$ cat config.mk
export PLATFORM = sky130hd
export DESIGN_NAME = output_row_writer_flat
export DESIGN_NICKNAME = d
export VERILOG_FILES = /design/src/rtl/conv_pkg.sv /design/src/rtl/output_row_writer_if.sv /design/src/rtl/row_packer.sv /design/src/rtl/output_row_writer.sv /design/src/flat_wrapper.sv
export SDC_FILE = /design/constraint.sdc
export NUM_CORES = 1
export LEC_CHECK = 0
export CAP_MARGIN = 20
export CORE_ASPECT_RATIO = 0.7
export CORE_MARGIN = 2
export CORE_UTILIZATION = 40
export DETAILED_ROUTE_END_ITERATION = 8
export HOLD_SLACK_MARGIN = 0.15
export PLACE_DENSITY_LB_ADDON = 0.05
export SLEW_MARGIN = 20
export SYNTH_ARGS = -nofsm -noshare
export SYNTH_HDL_FRONTEND = slang
export SYNTH_SLANG_ARGS = --single-unit
$ cat constraint.sdc
create_clock -name clk -period 1.7 [get_ports clk]
set_clock_uncertainty 0.05 [all_clocks]
set_input_delay 0.425 -clock clk [delete_from_list [all_inputs] [get_ports clk]]
set_output_delay 0.425 -clock clk [all_outputs]
set_load 0.02 [all_outputs]
$ cat src/rtl/conv_pkg.sv
// Shared constants and writer state encoding for the convolution accelerator
// output path.
package conv_pkg;

  localparam int unsigned DATA_W = 16;
  localparam int unsigned ADDR_W = 12;
  localparam logic [ADDR_W-1:0] ADDR_BASE = 12'h000;

  // One extra bit so the column counter can reach DATA_W and flag overflow
  localparam int unsigned COL_W = $clog2(DATA_W) + 1;

  typedef enum logic [1:0] {
    IDLE,
    COLLECT,
    COMMIT,
    DONE
  } writer_state_t;

endpackage

$ cat src/rtl/output_row_writer_if.sv
// Pixel stream handshake and output SRAM write port of the row writer.
interface output_row_writer_if
  import conv_pkg::*;
#(
  parameter int unsigned DW = conv_pkg::DATA_W,
  parameter int unsigned AW = conv_pkg::ADDR_W
);

  logic          pix_valid;
  logic          pix_ready;
  logic          pix_data;
  logic          pix_last;
  logic          pix_last_row;
  logic [AW-1:0] dut_sram_write_address;
  logic [DW-1:0] dut_sram_write_data;
  logic          dut_sram_write_enable;

  modport master (
    output pix_valid, pix_data, pix_last, pix_last_row,
    input  pix_ready, dut_sram_write_address, dut_sram_write_data,
           dut_sram_write_enable
  );

  modport slave (
    input  pix_valid, pix_data, pix_last, pix_last_row,
    output pix_ready, dut_sram_write_address, dut_sram_write_data,
           dut_sram_write_enable
  );

endinterface

$ cat src/rtl/row_packer.sv
// Packs incoming result bits MSB-first into one DATA_W word; pixels past
// DATA_W are dropped and raise a sticky overflow flag.
module row_packer
  import conv_pkg::*;
(
  input  logic              clk,
  input  logic              reset_b,
  input  logic              clear,
  input  logic              shift_en,
  input  logic              bit_in,
  output logic [DATA_W-1:0] word,
  output logic              overflow
);

  localparam logic [DATA_W-1:0] MSB_MASK = {1'b1, {(DATA_W-1){1'b0}}};

  logic [COL_W-1:0]  col;
  logic [DATA_W-1:0] col_mask;
  logic              col_full;

  assign col_full = (col >= COL_W'(DATA_W));
  assign col_mask = MSB_MASK >> col;

  always_ff @(posedge clk) begin
    if (!reset_b) begin
      word     <= '0;
      col      <= '0;
      overflow <= 1'b0;
    end else if (clear) begin
      word <= '0;
      col  <= '0;
    end else if (shift_en) begin
      if (col_full) begin
        overflow <= 1'b1;
      end else begin
        if (bit_in) word <= word | col_mask;
        col <= col + COL_W'(1);
      end
    end
  end

endmodule

$ cat src/rtl/output_row_writer.sv
// Write-side engine: collects 1-bit results per output row, commits each
// packed row to the output SRAM and signals end of frame.
module output_row_writer #(
  parameter logic [conv_pkg::ADDR_W-1:0] ADDR_BASE = conv_pkg::ADDR_BASE
) (
  input  logic                      clk,
  input  logic                      reset_b,
  input  logic                      frame_start,
  input  logic                      addr_restart,
  output_row_writer_if.slave        pif,
  output logic                      writer_busy,
  output logic                      writer_done,
  output logic                      overflow_err,
  output logic [7:0]                rows_written
);

  import conv_pkg::*;

  writer_state_t     state, state_next;
  logic              accept;
  logic              last_row_q;
  logic              pack_clear;
  logic [ADDR_W-1:0] addr_q;
  logic              ready_d, busy_d, done_d, we_d;

  assign accept     = (state == COLLECT) && pif.pix_valid;
  assign pack_clear = (state == COMMIT) || ((state == IDLE) && frame_start);

  row_packer u_row_packer (
    .clk      (clk),
    .reset_b  (reset_b),
    .clear    (pack_clear),
    .shift_en (accept),
    .bit_in   (pif.pix_data),
    .word     (pif.dut_sram_write_data),
    .overflow (overflow_err)
  );

  always_ff @(posedge clk) begin
    if (!reset_b) state <= IDLE;
    else          state <= state_next;
  end

  always_comb begin
    state_next = state;
    unique case (state)
      IDLE:    if (frame_start) state_next = COLLECT;
      COLLECT: if (accept && pif.pix_last) state_next = COMMIT;
      COMMIT:  state_next = last_row_q ? DONE : COLLECT;
      DONE:    state_next = IDLE;
      default: state_next = IDLE;
    endcase
  end

  // Outputs are decoded from the next state and registered, so each one
  // is valid for exactly the cycle the FSM spends in the matching state.
  always_comb begin
    ready_d = (state_next == COLLECT);
    busy_d  = (state_next == COLLECT) || (state_next == COMMIT);
    done_d  = (state_next == DONE);
    we_d    = (state_next == COMMIT);
  end

  always_ff @(posedge clk) begin
    if (!reset_b) begin
      pif.pix_ready             <= 1'b0;
      writer_busy               <= 1'b0;
      writer_done               <= 1'b0;
      pif.dut_sram_write_enable <= 1'b0;
    end else begin
      pif.pix_ready             <= ready_d;
      writer_busy               <= busy_d;
      writer_done               <= done_d;
      pif.dut_sram_write_enable <= we_d;
    end
  end

  always_ff @(posedge clk) begin
    if (!reset_b) begin
      addr_q       <= ADDR_BASE;
      rows_written <= '0;
      last_row_q   <= 1'b0;
    end else begin
      unique case (state)
        IDLE: begin
          if (addr_restart) addr_q <= ADDR_BASE;
          if (frame_start)  rows_written <= '0;
        end
        COLLECT: begin
          if (accept && pif.pix_last) last_row_q <= pif.pix_last_row;
        end
        COMMIT: begin
          addr_q <= addr_q + ADDR_W'(1);
          if (rows_written != '1) rows_written <= rows_written + 8'd1;
        end
        default: ;
      endcase
    end
  end

  assign pif.dut_sram_write_address = addr_q;

endmodule

$ cat src/flat_wrapper.sv
// flat-port wrapper written by rule: the top's interface ports become plain ports
module output_row_writer_flat import conv_pkg::*;
#(
  parameter logic [conv_pkg::ADDR_W-1:0] ADDR_BASE = conv_pkg::ADDR_BASE
)
  (clk, reset_b, frame_start, addr_restart, writer_busy, writer_done, overflow_err, rows_written, pif_pix_valid, pif_pix_data, pif_pix_last, pif_pix_last_row, pif_pix_ready, pif_dut_sram_write_address, pif_dut_sram_write_data, pif_dut_sram_write_enable);
  output_row_writer_if pif_i ();
  input  logic clk;
  input  logic reset_b;
  input  logic frame_start;
  input  logic addr_restart;
  output logic writer_busy;
  output logic writer_done;
  output logic overflow_err;
  output logic [7:0] rows_written;
  input wire logic [$bits(pif_i.pix_valid)-1:0] pif_pix_valid;
  input wire logic [$bits(pif_i.pix_data)-1:0] pif_pix_data;
  input wire logic [$bits(pif_i.pix_last)-1:0] pif_pix_last;
  input wire logic [$bits(pif_i.pix_last_row)-1:0] pif_pix_last_row;
  output wire logic [$bits(pif_i.pix_ready)-1:0] pif_pix_ready;
  output wire logic [$bits(pif_i.dut_sram_write_address)-1:0] pif_dut_sram_write_address;
  output wire logic [$bits(pif_i.dut_sram_write_data)-1:0] pif_dut_sram_write_data;
  output wire logic [$bits(pif_i.dut_sram_write_enable)-1:0] pif_dut_sram_write_enable;
  assign pif_i.pix_valid = pif_pix_valid;
  assign pif_i.pix_data = pif_pix_data;
  assign pif_i.pix_last = pif_pix_last;
  assign pif_i.pix_last_row = pif_pix_last_row;
  assign pif_pix_ready = pif_i.pix_ready;
  assign pif_dut_sram_write_address = pif_i.dut_sram_write_address;
  assign pif_dut_sram_write_data = pif_i.dut_sram_write_data;
  assign pif_dut_sram_write_enable = pif_i.dut_sram_write_enable;
  output_row_writer #(.ADDR_BASE(ADDR_BASE)) u_core (.clk(clk), .reset_b(reset_b), .frame_start(frame_start), .addr_restart(addr_restart), .pif(pif_i), .writer_busy(writer_busy), .writer_done(writer_done), .overflow_err(overflow_err), .rows_written(rows_written));
endmodule
Word-level counts from Yosys, hierarchy flattened

Index checks and enable logic that the tools add are counted.

$add $sub $neg: 3
Magnitude comparators: 1
Eq/ne operators: 10
Shift-type cells: 1
Muxes and demuxes: 9
Bitwise operators: 4
Reductions and logical operators: 14

Operator list:

| operator                                                             | count |
|---|---|
| 12-bit one-hot mux with 2 select lines                               | 1 |
| 8-bit 2-to-1 mux                                                     | 2 |
| 16-bit bitwise OR                                                    | 1 |
| 8-bit one-hot mux with 2 select lines                                | 1 |
| 16-bit by 5-bit >> shifter with 16-bit output (first input constant) | 1 |
| 12-bit by 1-bit adder with 12-bit output (second input constant)     | 1 |
| 12-bit 2-to-1 mux                                                    | 1 |
| 3-bit AND reduction                                                  | 3 |
| 8-bit by 1-bit adder with 8-bit output (second input constant)       | 1 |
| 2-bit == test (second input constant)                                | 4 |
| 8-bit inequality test (second input constant)                        | 1 |
| 2-bit one-hot mux with 4 select lines                                | 1 |
| 2-bit 2-to-1 mux                                                     | 3 |
| 2-bit inequality test (second input constant)                        | 3 |
| 2-bit AND reduction                                                  | 3 |
| 5-bit by 1-bit adder with 5-bit output (second input constant)       | 1 |
| 5-bit >= comparator (second input constant)                          | 1 |
| 2-bit by 1-bit == test with 1-bit output (second input constant)     | 2 |
| 1-bit logical AND                                                    | 3 |
| 1-bit NOT                                                            | 3 |
| 2-bit logical NOT                                                    | 1 |
| 1-bit logical OR                                                     | 2 |
| 2-bit nonzero test                                                   | 1 |
| 2-bit OR reduction                                                   | 1 |

Bits in registers: 49
Bits of input ports: 8
Output and inout bits: 41
Word-level logic and storage cells: 53

Longest topological paths before layout

Gate-level depths: netlist of run 1.

Depth in word-level cells: 7
Depth in mapped cells: 7
Mapped depth without buffers: 6

By module

Synthesis of run 1 repeated with hierarchy kept, for this count alone.

Cell total of the unflattened synthesis: 245
Area, all modules: 2254.7 um^2

Modules (own cells, without submodules):

| module            | times used | cells each | area each (um^2) | seq. area each (um^2) |
|---|---|---|---|---|
| output_row_writer | 1          | 154        | 1372.6           | 540.5 |
| row_packer        | 1          | 91         | 882.1            | 440.4 |

Worst setup path after synthesis of run 1

No wires, ideal clock.

Kind: flip-flop to flip-flop
Start: register u_core.rows_written[0]
End: register u_core.rows_written[3]
Library setup time: 0.071 ns
Data arrival time: 1.523 ns
Data required time: 1.579 ns
Path slack: 0.056 ns
Stages on the path, launching flop included: 6
Buffers on the path: 0
Period minus slack after synthesis: 1.644 ns
Cell sequence: dfxtp_1 > ha_1 > and3_1 > a31o_1 > or3_1 > a21oi_1

Longest elaborated chain between the ends: 3
Elaborated cells on any way between the ends: 6
Those cells by class: 1 x add/sub; 2 x eq/ne; 2 x mux; 1 x reduce/logical

Ends and longest elaborated chain:

| element                                                                         | RTL line                | RTL |
|---|---|---|
| from (decl)                                                                     | output_row_writer.sv:14 | `output logic [7:0] rows_written` |
| from (signal assigned)                                                          | output_row_writer.sv:94 | `if (rows_written != '1) rows_written <= rows_written + 8'd1;` |
| 8-bit by 1-bit adder with 8-bit output or 8-bit inequality test (tied branches) | output_row_writer.sv:94 |  |
| 8-bit 2-to-1 mux or 2-bit inequality test (tied branches)                       | -                       |  |
| 8-bit one-hot mux with 2 select lines or 3-bit AND reduction (tied branches)    | -                       |  |

Parallel ways exist; a longest one is shown, timed or not. The select of a mux whose other input is x is not followed.
A chain may end at the register's enable or synchronous reset.

Final worst setup path of run 1

Start: input port pif_pix_valid
End: register u_core.pif.pix_ready

Longest elaborated chain between the ends: 5

Ends and longest elaborated chain:

| element                                  | RTL line                   | RTL |
|---|---|---|
| from (decl)                              | flat_wrapper.sv:16         | `input wire logic [$bits(pif_i.pix_valid)-1:0] pif_pix_valid;` |
| 1-bit logical AND                        | output_row_writer.sv:26    | `assign accept = (state == COLLECT) && pif.pix_valid;` |
| 1-bit logical AND                        | output_row_writer.sv:48    | `COLLECT: if (accept && pif.pix_last) state_next = COMMIT;` |
| 2-bit 2-to-1 mux                         | output_row_writer.sv:48    |  |
| 2-bit one-hot mux with 4 select lines    | output_row_writer.sv:46    | `unique case (state)` |
| 2-bit by 1-bit == test with 1-bit output | output_row_writer.sv:58    | `ready_d = (state_next == COLLECT);` |
| net u_core.ready_d                       | output_row_writer.sv:24    | `logic ready_d, busy_d, done_d, we_d;` |
| to (signal assigned)                     | output_row_writer.sv:71    | `pif.pix_ready <= ready_d;` |
| to (decl)                                | output_row_writer_if.sv:26 | `output pix_ready, dut_sram_write_address, dut_sram_write_data,` |

The timed path passes the listed nets, and every way through them passes these cells.

==> results of run 1 <==
==> final cells by class <==
| class | instances | area (µm²) | share of cell area (%) |
|---|---|---|---|
| multi-input combinational | 186 | 1122 | 38.37 |
| sequential | 49 | 984.7 | 33.66 |
| timing repair buffer | 72 | 608.1 | 20.79 |
| tap | 72 | 90.09 | 3.080 |
| clock buffer | 5 | 68.82 | 2.352 |
| inverter | 8 | 30.03 | 1.027 |
| clock inverter | 3 | 21.27 | 0.7271 |
==> stage by stage <==
step | total power, mW | cells | utilization [%] | hold slack (ps)
2_1_floorplan | 1.301 | 249 | - | 386.6
6_report | 2.079 | 395 | 56.23 | 397.6
3_5_place_dp | 1.407 | 387 | 55.27 | 391.5
3_3_place_gp | 1.406 | 387 | 55.27 | 387.0
4_1_cts | 2.112 | 395 | 56.11 | 402.8
5_1_grt | 2.181 | 395 | 56.23 | 422.8
==> worst reg2reg max path, cell delays in order, from the launching register on <==
cell and delay [ps]:
dfxtp_2 350, ha_2 200, and3_1 220, and3_1 210, or3_1 340, a21oi_1 140
==> power by group through the flow <==
stage               clock, mW  combinational [mW]  sequential [mW]
detailed placement          0               0.204             1.20
global route            0.783               0.219             1.18
floorplan                   0              0.0928             1.21
finish                  0.704               0.199             1.18
global placement            0               0.204             1.20
CTS                     0.737               0.199             1.18
==> final timing paths <==
path | end | startpoint | cells past startpoint | slack [ps]
setup / recovery | u_core.pif.pix_ready | pif_pix_valid | 7 | 90
hold / removal | u_core.u_row_packer.word[13] | u_core.u_row_packer.word[13] | 2 | 400
setup reg to reg | u_core.rows_written[7] | u_core.rows_written[0] | 5 | 120
hold reg to reg | u_core.u_row_packer.word[13] | u_core.u_row_packer.word[13] | 2 | 400
==> routing by layer <==
layer  share of wire, %  routed length, µm  global-route usage [%]  up-vias
met3                5.2                262                   3.670        7
met4                1.4                 68                   6.818        0
met1                 55               2744                   27.08      863
met5                  0                  0                       0        -
li1                   -                  -                       -     1018
met2                 38               1921                   23.25       52
==> cells in the mapped netlist, types with 2 or more instances <==
cell	instances	area share, %
dfxtp_1	49	46
nand2_1	40	7.0
nor2_1	19	3.3
a21oi_1	15	3.5
nand3_1	14	3.3
o21ai_0	13	3.0
ha_1	11	6.4
inv_1	8	1.4
o21ai_1	7	1.6
and2_1	6	1.7
and3_1	6	1.7
mux2i_1	5	2.3
nand4_1	5	1.5
or3_1	5	1.5
buf_2	4	0.93
nand2b_1	4	1.2
nor3_1	4	0.93
a31oi_1	3	0.87
nor2b_1	3	0.87
a211oi_1	2	0.70
a22oi_1	2	0.70
and4_1	2	0.81
and4b_1	2	0.93
clkbuf_1	2	0.35
xor2_1	2	0.81
==> what timing repair did <==
| action | in CTS | in global routing |
|---|---|---|
| resized for setup | 43 | 4 |
| cloned | 0 | 0 |
| setup buffers | 0 | 0 |
| setup endpoints to repair | 44 | 8 |
==> logic make-up after synthesis <==
| group | Yosys count | share of synthesized area, % |
|---|---|---|
| and+or+nand+nor | 115 | 26.92 |
| xor gates and xnor gates | 3 | 1.221 |
| adders and majority gates | 11 | 6.395 |
| muxes | 6 | 2.849 |
| buffers and inverters | 14 | 2.675 |
| AOI/OAI and AO/OA | 51 | 14.36 |
| DFF | 49 | 45.58 |
==> flip-flops by register name, summed over array words and instances, names as in the netlist <==
signal                             flops
u_core.u_row_packer.word              16
u_core.pif.dut_sram_write_address     12
u_core.rows_written                    8
u_core.u_row_packer.col                5
u_core.state                           2
u_core.last_row_q                      1
u_core.pif.dut_sram_write_enable       1
u_core.pif.pix_ready                   1
u_core.u_row_packer.overflow           1
u_core.writer_busy                     1
u_core.writer_done                     1
==> summary.md, run 1 <==
| Metric | Value |
|---|---|
| #FFs+latches synth | `a little under 50` |
| Setup violators final | `0` |
| Cell area after synthesis | `between 2000 and 2500 µm²` |
| Distinct cells, synth | `41` |
| Place WS | `-375.2 ps` |
| Fin. Hold Viols | `0` |
| Core Rows | `22` |
| CP required | `1860 ps` |
| Htree depth | `2` |
| CTS Buffer Depth | `2` |
| Power per cell area | `710.6 nW/µm²` |
| Yosys warns | `0` |
| Number of global-route vias before repair | `1,720` |
| Startpoint Class | `primary input` |
| CP bufs+invs | `2` |
| Clock slew at reported path FFs | `approximately 90 ps` |
| Largest net degree at the start of global routing | `17` |
| Switch share | `25.64%` |
| First-pass GRT wire length | `8197 µm` |
| Initial Utilization | `41.37%` |
| Clk sinks | `49` |
| Crit path max-delay family | `simple AND/OR/NAND/NOR gates` |
| Chip height | `65.37 µm` |
| Rel. slew slack | `83.69%` |
| 1st-pass router iterations | `4` |
| Max Cap Viol | `0` |
| Clock share of power | `33.9%` |
| Crit path kind | `in2reg` |
| Fin Setup TNS | `0 ps` |
| Grt ovf | `0` |
| Clock Latency Late Sink | `310 ps` |
| Pins over their slew limit | `0` |
| Syn_nets | `268` |
| Ant diodes | `0` |
| Die Area | `between 5000 and 6000 µm²` |
| Placer congestion estimate | `0.7804` |
| Layout cells sized above 1 | `13.62%` |
| Ys async rst share | `0%` |
| P&R area growth vs syn | `35.93%` |
| CP most frequent cell | `nand2_1` |
| Commonest cells after routing, fill and taps aside | `dfxtp_1, dlygate4sd2_1, nand2_1` |
| Die extent in x | `91.67 µm` |
| Antenna violations before repair | `0` |
| Worst min path class | `reg2reg` |
| Synth Flop Type | `dfxtp_1` |
| Filler Cells Inserted | `a little over 500` |
| Clk Tree Root Cell | `clkbuf_8` |
| Setup crit end kind | `flip-flop` |
| CP max-delay cell | `clkdlybuf4s50_1` |
| Tcrit/Tclk final | `94.48%` |
| Synthesized area per cell | `just under 9 µm²` |
| DRT Wirelength | `about 5000 µm` |
| Remaining antenna violation count after routing | `0` |
| GR Util All Layers | `17.53%` |
| IO Count | `49` |
| Worst-Margin Slew | `around 240 ps` |
| Core Area | `between 5000 and 6000 µm²` |
| Post-synth EDFFs | `0` |
| Placed Area | `2875 µm²` |
| Slowest stage delay, CP | `510 ps` |
| Most common cell after layout, fill and taps aside | `dfxtp_1` |
| Initial DRC count | `77` |
| Final Cell Area | `2925 µm²` |
| Worst EP arrival | `between 1500 and 2000 ps` |
| F_max | `622.6 MHz` |
| Vias | `1,940` |
| IO buf count | `48` |
| P_sw | `0.5329 mW` |
| VDD IR-drop max | `just over 0.3 mV` |
| Share of power burned in registers | `56.6%` |
| Post-DR vias/cell | `4.911` |
| Post-Synthesis Cells | `approximately 250` |
| Pleak | `around 1.3 nW` |
| Detail Placement HPWL | `roughly 3700 µm` |
| Status | `complete, no violations` |
| DRC viols | `0` |
| Final net count | `341` |
| CTS tree | `done` |
| Total CTS buffers | `5` |
| Unrepaired setup endpoints after global routing | `false` |
| Int Power | `~1.5 mW` |
| Logic pwr share | `9.6%` |
| Period minus WS final | `1606 ps` |
| Hold_buf cts | `0` |
| PnR worst setup slack | `roughly 94 ps` |
| CP Max Fanout | `5` |
| DR WL/cell | `12.65 µm` |
| Post-synthesis sequential area ratio | `45.58%` |
| Crit path cell chain | `clkdlybuf4s50_1 > and3b_2 > nand2_1 > nand2_1 > inv_1 > ha_1 > and2_1` |
Note: power is estimated with default switching activity, not from simulation.
==> run 2: changes to the inputs <==
CTS_BUF_LIST = sky130_fd_sc_hd__clkbuf_16   (was default)
==> summary.md, run 2 (same netlist as run 1, synthesis figures left out) <==
| Metric | Value |
|---|---|
| Commonest cells after routing, fill and taps aside | `dfxtp_1, nand2_1, dlygate4sd2_1 (was dfxtp_1, dlygate4sd2_1, nand2_1)` |
| P_sw | `0.5637 mW (was 0.5329 mW)` |
| Period minus WS final | `1663 ps (was 1606 ps)` |
| Placed Area | `2875 µm² (unchanged)` |
| Htree depth | `2 (unchanged)` |
| Total CTS buffers | `5 (unchanged)` |
| IO buf count | `48 (unchanged)` |
| Initial DRC count | `85 (was 77)` |
| Crit path max-delay family | `buffers and inverters (was simple AND/OR/NAND/NOR gates)` |
| Antenna violations before repair | `0 (unchanged)` |
| Number of global-route vias before repair | `1,735 (was 1,720)` |
| Final Cell Area | `2990 µm² (was 2925 µm²)` |
| CTS tree | `done (unchanged)` |
| Grt ovf | `0 (unchanged)` |
| Layout Utilization | `57.48% (was 56.23%)` |
| First-pass GRT wire length | `8280 µm (was 8197 µm)` |
| Crit path cell chain | `clkdlybuf4s50_1 (was clkdlybuf4s50_1 > and3b_2 > nand2_1 > nand2_1 > inv_1 > ha_1 > and2_1)` |
| Setup crit end kind | `primary output (was flip-flop)` |
| VDD IR-drop max | `0.3535 mV (was 0.3103 mV)` |
| Pleak | `1.369 nW (was 1.346 nW)` |
| Share of power burned in registers | `49.7% (was 56.6%)` |
| Pins over their slew limit | `0 (unchanged)` |
| P&R area growth vs syn | `38.95% (was 35.93%)` |
| Unrepaired setup endpoints after global routing | `false (unchanged)` |
| Hold Slack | `393.4 ps (was 397.6 ps)` |
| Clk Tree Root Cell | `clkbuf_16 (was clkbuf_8)` |
| Final net count | `341 (unchanged)` |
| Clock slew at reported path FFs | `70 ps (was 90 ps)` |
| DRT Wirelength | `5060 µm (was 4996 µm)` |
| CTS Buffer Depth | `2 (unchanged)` |
| CP required | `1220 ps (was 1860 ps)` |
| Worst min path class | `reg2reg (unchanged)` |
| CP bufs+invs | `1 (was 2)` |
| Core Area | `5202 µm² (unchanged)` |
| Largest net degree at the start of global routing | `17 (unchanged)` |
| GR Util All Layers | `17.85% (was 17.53%)` |
| F_max | `601.5 MHz (was 622.6 MHz)` |
| DR WL/cell | `12.81 µm (was 12.65 µm)` |
| Die Area | `5992 µm² (unchanged)` |
| CP max-delay cell | `clkdlybuf4s50_1 (unchanged)` |
| Vias | `1,950 (was 1,940)` |
| Core Rows | `22 (unchanged)` |
| Fin. Hold Viols | `0 (unchanged)` |
| Crit path kind | `reg2out (was in2reg)` |
| CP Max Fanout | `1 (was 5)` |
| IO Count | `49 (unchanged)` |
| Logic pwr share | `8.6% (was 9.6%)` |
| Initial Utilization | `41.37% (unchanged)` |
| Worst-Margin Slew | `250.7 ps (was 244.3 ps)` |
| DRC viols | `0 (unchanged)` |
| Tcrit/Tclk final | `97.80% (was 94.48%)` |
| Flip-flop count of the largest register after layout | `16 (unchanged)` |
| Rel. slew slack | `83.26% (was 83.69%)` |
| Power per cell area | `792.3 nW/µm² (was 710.6 nW/µm²)` |
| Placer congestion estimate | `0.7804 (unchanged)` |
| Most common cell after layout, fill and taps aside | `dfxtp_1 (unchanged)` |
| Clk sinks | `49 (unchanged)` |
| Detail Placement HPWL | `3708 µm (unchanged)` |
| Layout cells sized above 1 | `13.62% (unchanged)` |
| Switch share | `23.79% (was 25.64%)` |
| Status | `complete, no violations (unchanged)` |
| Worst EP arrival | `1190 ps (was 1770 ps)` |
| Die extent in x | `91.67 µm (unchanged)` |
| Ant diodes | `0 (unchanged)` |
| Startpoint Class | `flip-flop (was primary input)` |
| Post-DR vias/cell | `4.937 (was 4.911)` |
| Slowest stage delay, CP | `590 ps (was 510 ps)` |
| Clock Latency Late Sink | `290 ps (was 310 ps)` |
| Clock share of power | `41.7% (was 33.9%)` |
| Int Power | `1.806 mW (was 1.546 mW)` |
| Chip height | `65.37 µm (unchanged)` |
| Max Cap Viol | `0 (unchanged)` |
| Setup violators final | `0 (unchanged)` |
| Remaining antenna violation count after routing | `0 (unchanged)` |
| Most flop-heavy register | `u_core.u_row_packer.word (unchanged)` |
| 1st-pass router iterations | `4 (unchanged)` |
## run 2: cell types whose count changed in the layout (fill, tap and decap cells not counted), sizes merged
cell and delta:
clkdlybuf4s50 +3, dlymetal6s2s +1, dlygate4sd2 -4
## run 2: area by class of cell
class | count | area, µm²
Clock buffer | 5 | 125.1
Clock inverter | 3 | 21.27
Fill cell | 498 | 2212
Inverter | 8 | 30.03
Multi-Input combinational cell | 186 | 1125
Sequential cell | 49 | 983.4
Tap cell | 72 | 90.09
Timing Repair Buffer | 72 | 615.6
## run 2: power by group through the flow
| stage | combinational [mW] | clock, mW | sequential, mW |
|---|---|---|---|
| after detailed placement | 0.204 | 0 | 1.20 |
| after global placement | 0.204 | 0 | 1.20 |
| after CTS | 0.204 | 1.02 | 1.18 |
| after floorplan | 0.0928 | 0 | 1.21 |
| final | 0.204 | 0.988 | 1.18 |
| after global routing | 0.224 | 1.06 | 1.18 |
## run 2: what timing repair did
action                     4_1_cts  5_1_grt
gates resized for setup         40        4
buffers inserted                 0        0
setup endpoints to repair       41        5
hold buffers                     0        0
hold endpoints to repair         0        0
## run 2: routing by layer
layer  vias to the layer above  part of all wire, %  global-route usage, %
met5                         -                    0                      0
met3                         5                  4.9                  4.014
li1                       1021                    -                      -
met1                       876                   55                  26.85
met4                         0                  1.5                  7.955
met2                        48                   39                  23.90
## run 2: per-stage QoR
stage	cells	setup TNS, ps	power (mW)	setup slack (ps)
2_1_floorplan	249	0	1.301	56.01
3_3_place_gp	387	-6168	1.406	-326.5
3_5_place_dp	387	-6549	1.407	-375.2
4_1_cts	395	0	2.400	17.29
5_1_grt	395	0	2.466	1.512
6_report	395	0	2.369	37.37
## run 2: final timing paths
kind | start | to | slack [ps] | cells after the start
min reg2reg | u_core.u_row_packer.word[13] | u_core.u_row_packer.word[13] | 390 | 2
min | u_core.u_row_packer.word[13] | u_core.u_row_packer.word[13] | 390 | 2
max | u_core.writer_done | writer_done | 40 | 1
max reg2reg | u_core.rows_written[1] | u_core.rows_written[7] | 120 | 5
==> run 3: changes to the inputs <==
MAX_ROUTING_LAYER = met4   (was default)
==> summary.md, run 3 (same netlist as run 1, synthesis figures left out) <==
| Metric | Value |
|---|---|
| Status | `complete, no violations (unchanged)` |
| Commonest cells after routing, fill and taps aside | `dfxtp_1, nand2_1, dlygate4sd2_1 (unchanged)` |
| Worst EP arrival | `1190 ps (about the same)` |
| VDD IR-drop max | `0.3545 mV (was 0.3535 mV)` |
| CTS tree | `done (unchanged)` |
| Tcrit/Tclk final | `97.81% (was 97.80%)` |
| Ant diodes | `0 (unchanged)` |
| Pleak | `1.369 nW (unchanged)` |
| IO buf count | `48 (unchanged)` |
| Largest net degree at the start of global routing | `17 (unchanged)` |
| Placer congestion estimate | `0.7912 (was 0.7804)` |
| Most common cell after layout, fill and taps aside | `dfxtp_1 (unchanged)` |
| Max Cap Viol | `0 (unchanged)` |
| Register area | `983.4 µm² (unchanged)` |
| Rel. slew slack | `83.42% (was 83.26%)` |
| Pins over their slew limit | `0 (unchanged)` |
| Clk sinks | `49 (unchanged)` |
| Area of the multi-input gates | `1125 µm² (unchanged)` |
| Critical path endpoint | `writer_done (unchanged)` |
| Period minus WS final | `1663 ps (about the same)` |
| Setup crit start | `u_core.writer_done (unchanged)` |
| Layout cells sized above 1 | `13.62% (unchanged)` |
| Remaining antenna violation count after routing | `0 (unchanged)` |
| Filler Cells Inserted | `498 (unchanged)` |
| Startpoint Class | `flip-flop (unchanged)` |
| Die Area | `5992 µm² (unchanged)` |
| Worst hold path cell count | `2 (unchanged)` |
| CP max-delay cell | `clkdlybuf4s50_1 (unchanged)` |
| Slowest stage delay, CP | `590 ps (about the same)` |
| Worst-Margin Slew | `248.4 ps (was 250.7 ps)` |
| Initial DRC count | `84 (was 85)` |
| Worst min path class | `reg2reg (unchanged)` |
| CP required | `1220 ps (about the same)` |
| Core Area | `5202 µm² (unchanged)` |
| Reg-to-reg setup timing slack | `120 ps (about the same)` |
| Crit path max-delay family | `buffers and inverters (unchanged)` |
| Hold_buf cts | `0 (unchanged)` |
| Hold Slack | `393.3 ps (was 393.4 ps)` |
| Most flop-heavy register | `u_core.u_row_packer.word (unchanged)` |
| Initial Utilization | `41.37% (unchanged)` |
| IO Count | `49 (unchanged)` |
| Place WS | `-375.2 ps (unchanged)` |
| F_max | `601.4 MHz (was 601.5 MHz)` |
| DRT Wirelength | `5061 µm (was 5060 µm)` |
| Detail Placement HPWL | `3708 µm (unchanged)` |
| Antenna violations before repair | `0 (unchanged)` |
| Core Rows | `22 (unchanged)` |
| Fin. Hold Viols | `0 (unchanged)` |
| Crit path cell chain | `clkdlybuf4s50_1 (unchanged)` |
| Clock slew at reported path FFs | `70 ps (about the same)` |
| Flip-flop count of the largest register after layout | `16 (unchanged)` |
| CP bufs+invs | `1 (unchanged)` |
| Clk Tree Root Cell | `clkbuf_16 (unchanged)` |
| Total CTS buffers | `5 (unchanged)` |
| Vias | `1,943 (was 1,950)` |
| CTS Buffer Depth | `2 (unchanged)` |
| Chip height | `65.37 µm (unchanged)` |
| Number of global-route vias before repair | `1,732 (was 1,735)` |
| 1st-pass router iterations | `5 (was 4)` |
| Crit path kind | `reg2out (unchanged)` |
| Grt ovf | `0 (unchanged)` |
| Setup violators final | `0 (unchanged)` |
| Worst R2R End | `u_core.rows_written[7] (unchanged)` |
| DR WL/cell | `12.81 µm (about the same)` |
| GR Util All Layers | `18.35% (was 17.85%)` |
| Die extent in x | `91.67 µm (unchanged)` |
| DRC viols | `0 (unchanged)` |
| CP Max Fanout | `1 (unchanged)` |
| Unrepaired setup endpoints after global routing | `false (unchanged)` |
| P&R area growth vs syn | `38.95% (unchanged)` |
| R2r worst-path depth | `5 (unchanged)` |
| Htree depth | `2 (unchanged)` |
| Power per cell area | `792.5 nW/µm² (was 792.3 nW/µm²)` |
| Post-DR vias/cell | `4.919 (was 4.937)` |
| Setup crit end kind | `primary output (unchanged)` |
| Layout Utilization | `57.48% (unchanged)` |
| Critical path depth | `1 (unchanged)` |
| PnR worst setup slack | `37.22 ps (was 37.37 ps)` |
| First-pass GRT wire length | `8280 µm (unchanged)` |
| Clock Latency Late Sink | `290 ps (about the same)` |
| Final net count | `341 (unchanged)` |
| RR Startpoint | `u_core.rows_written[1] (unchanged)` |
## run 3: cell counts in the layout (fill, tap and decap cells not counted)
No cell type changed its count.
## run 3: cell type report
class	instances	share of cell area, %
well taps	72	3.013
flip-flops and latches	49	32.89
clock buffers	5	4.184
repair buffers	72	20.59
inverters	8	1.004
multi-input cells	186	37.62
clock inverters	3	0.7113
## run 3: worst min path at each step
stage                                 start                           end  slack (ps)
2_1_floorplan             u_core.last_row_q             u_core.last_row_q         390
3_3_place_gp    u_core.u_row_packer.word[2]   u_core.u_row_packer.word[2]         390
3_5_place_dp   u_core.u_row_packer.word[13]  u_core.u_row_packer.word[13]         390
4_1_cts        u_core.u_row_packer.word[13]  u_core.u_row_packer.word[13]         400
5_1_grt         u_core.u_row_packer.word[5]   u_core.u_row_packer.word[5]         420
6_report       u_core.u_row_packer.word[13]  u_core.u_row_packer.word[13]         390
## run 3: stage by stage
stage	cell area, µm²	std cells	setup TNS [ps]	total power [mW]
floorplan	2152	249	0	1.301
global placement	2875	387	-6168	1.406
detailed placement	2875	387	-6549	1.407
CTS	2982	395	0	2.400
global route	2990	395	0	2.466
finish	2990	395	0	2.370
## run 3: per-layer routing
layer  GRT usage [%]  part of all wire (%)
met3           3.784                   4.5
met5               -                     0
met1           26.99                    55
met4           7.955                   1.5
met2           23.90                    39
## run 3: power breakdown
group | switching, mW | leakage [nW] | total [mW] | internal (mW)
logic | 0.108 | 0.902 | 0.204 | 0.0957
registers | 0.0151 | 0.397 | 1.18 | 1.16
clock network | 0.441 | 0.0702 | 0.989 | 0.548
## run 3: what timing repair did
item	4_1_cts	5_1_grt
resized for setup	40	4
gates cloned	0	0
pin swaps	0	0
setup buffers	0	0
endpoints found under the setup margin	41	5
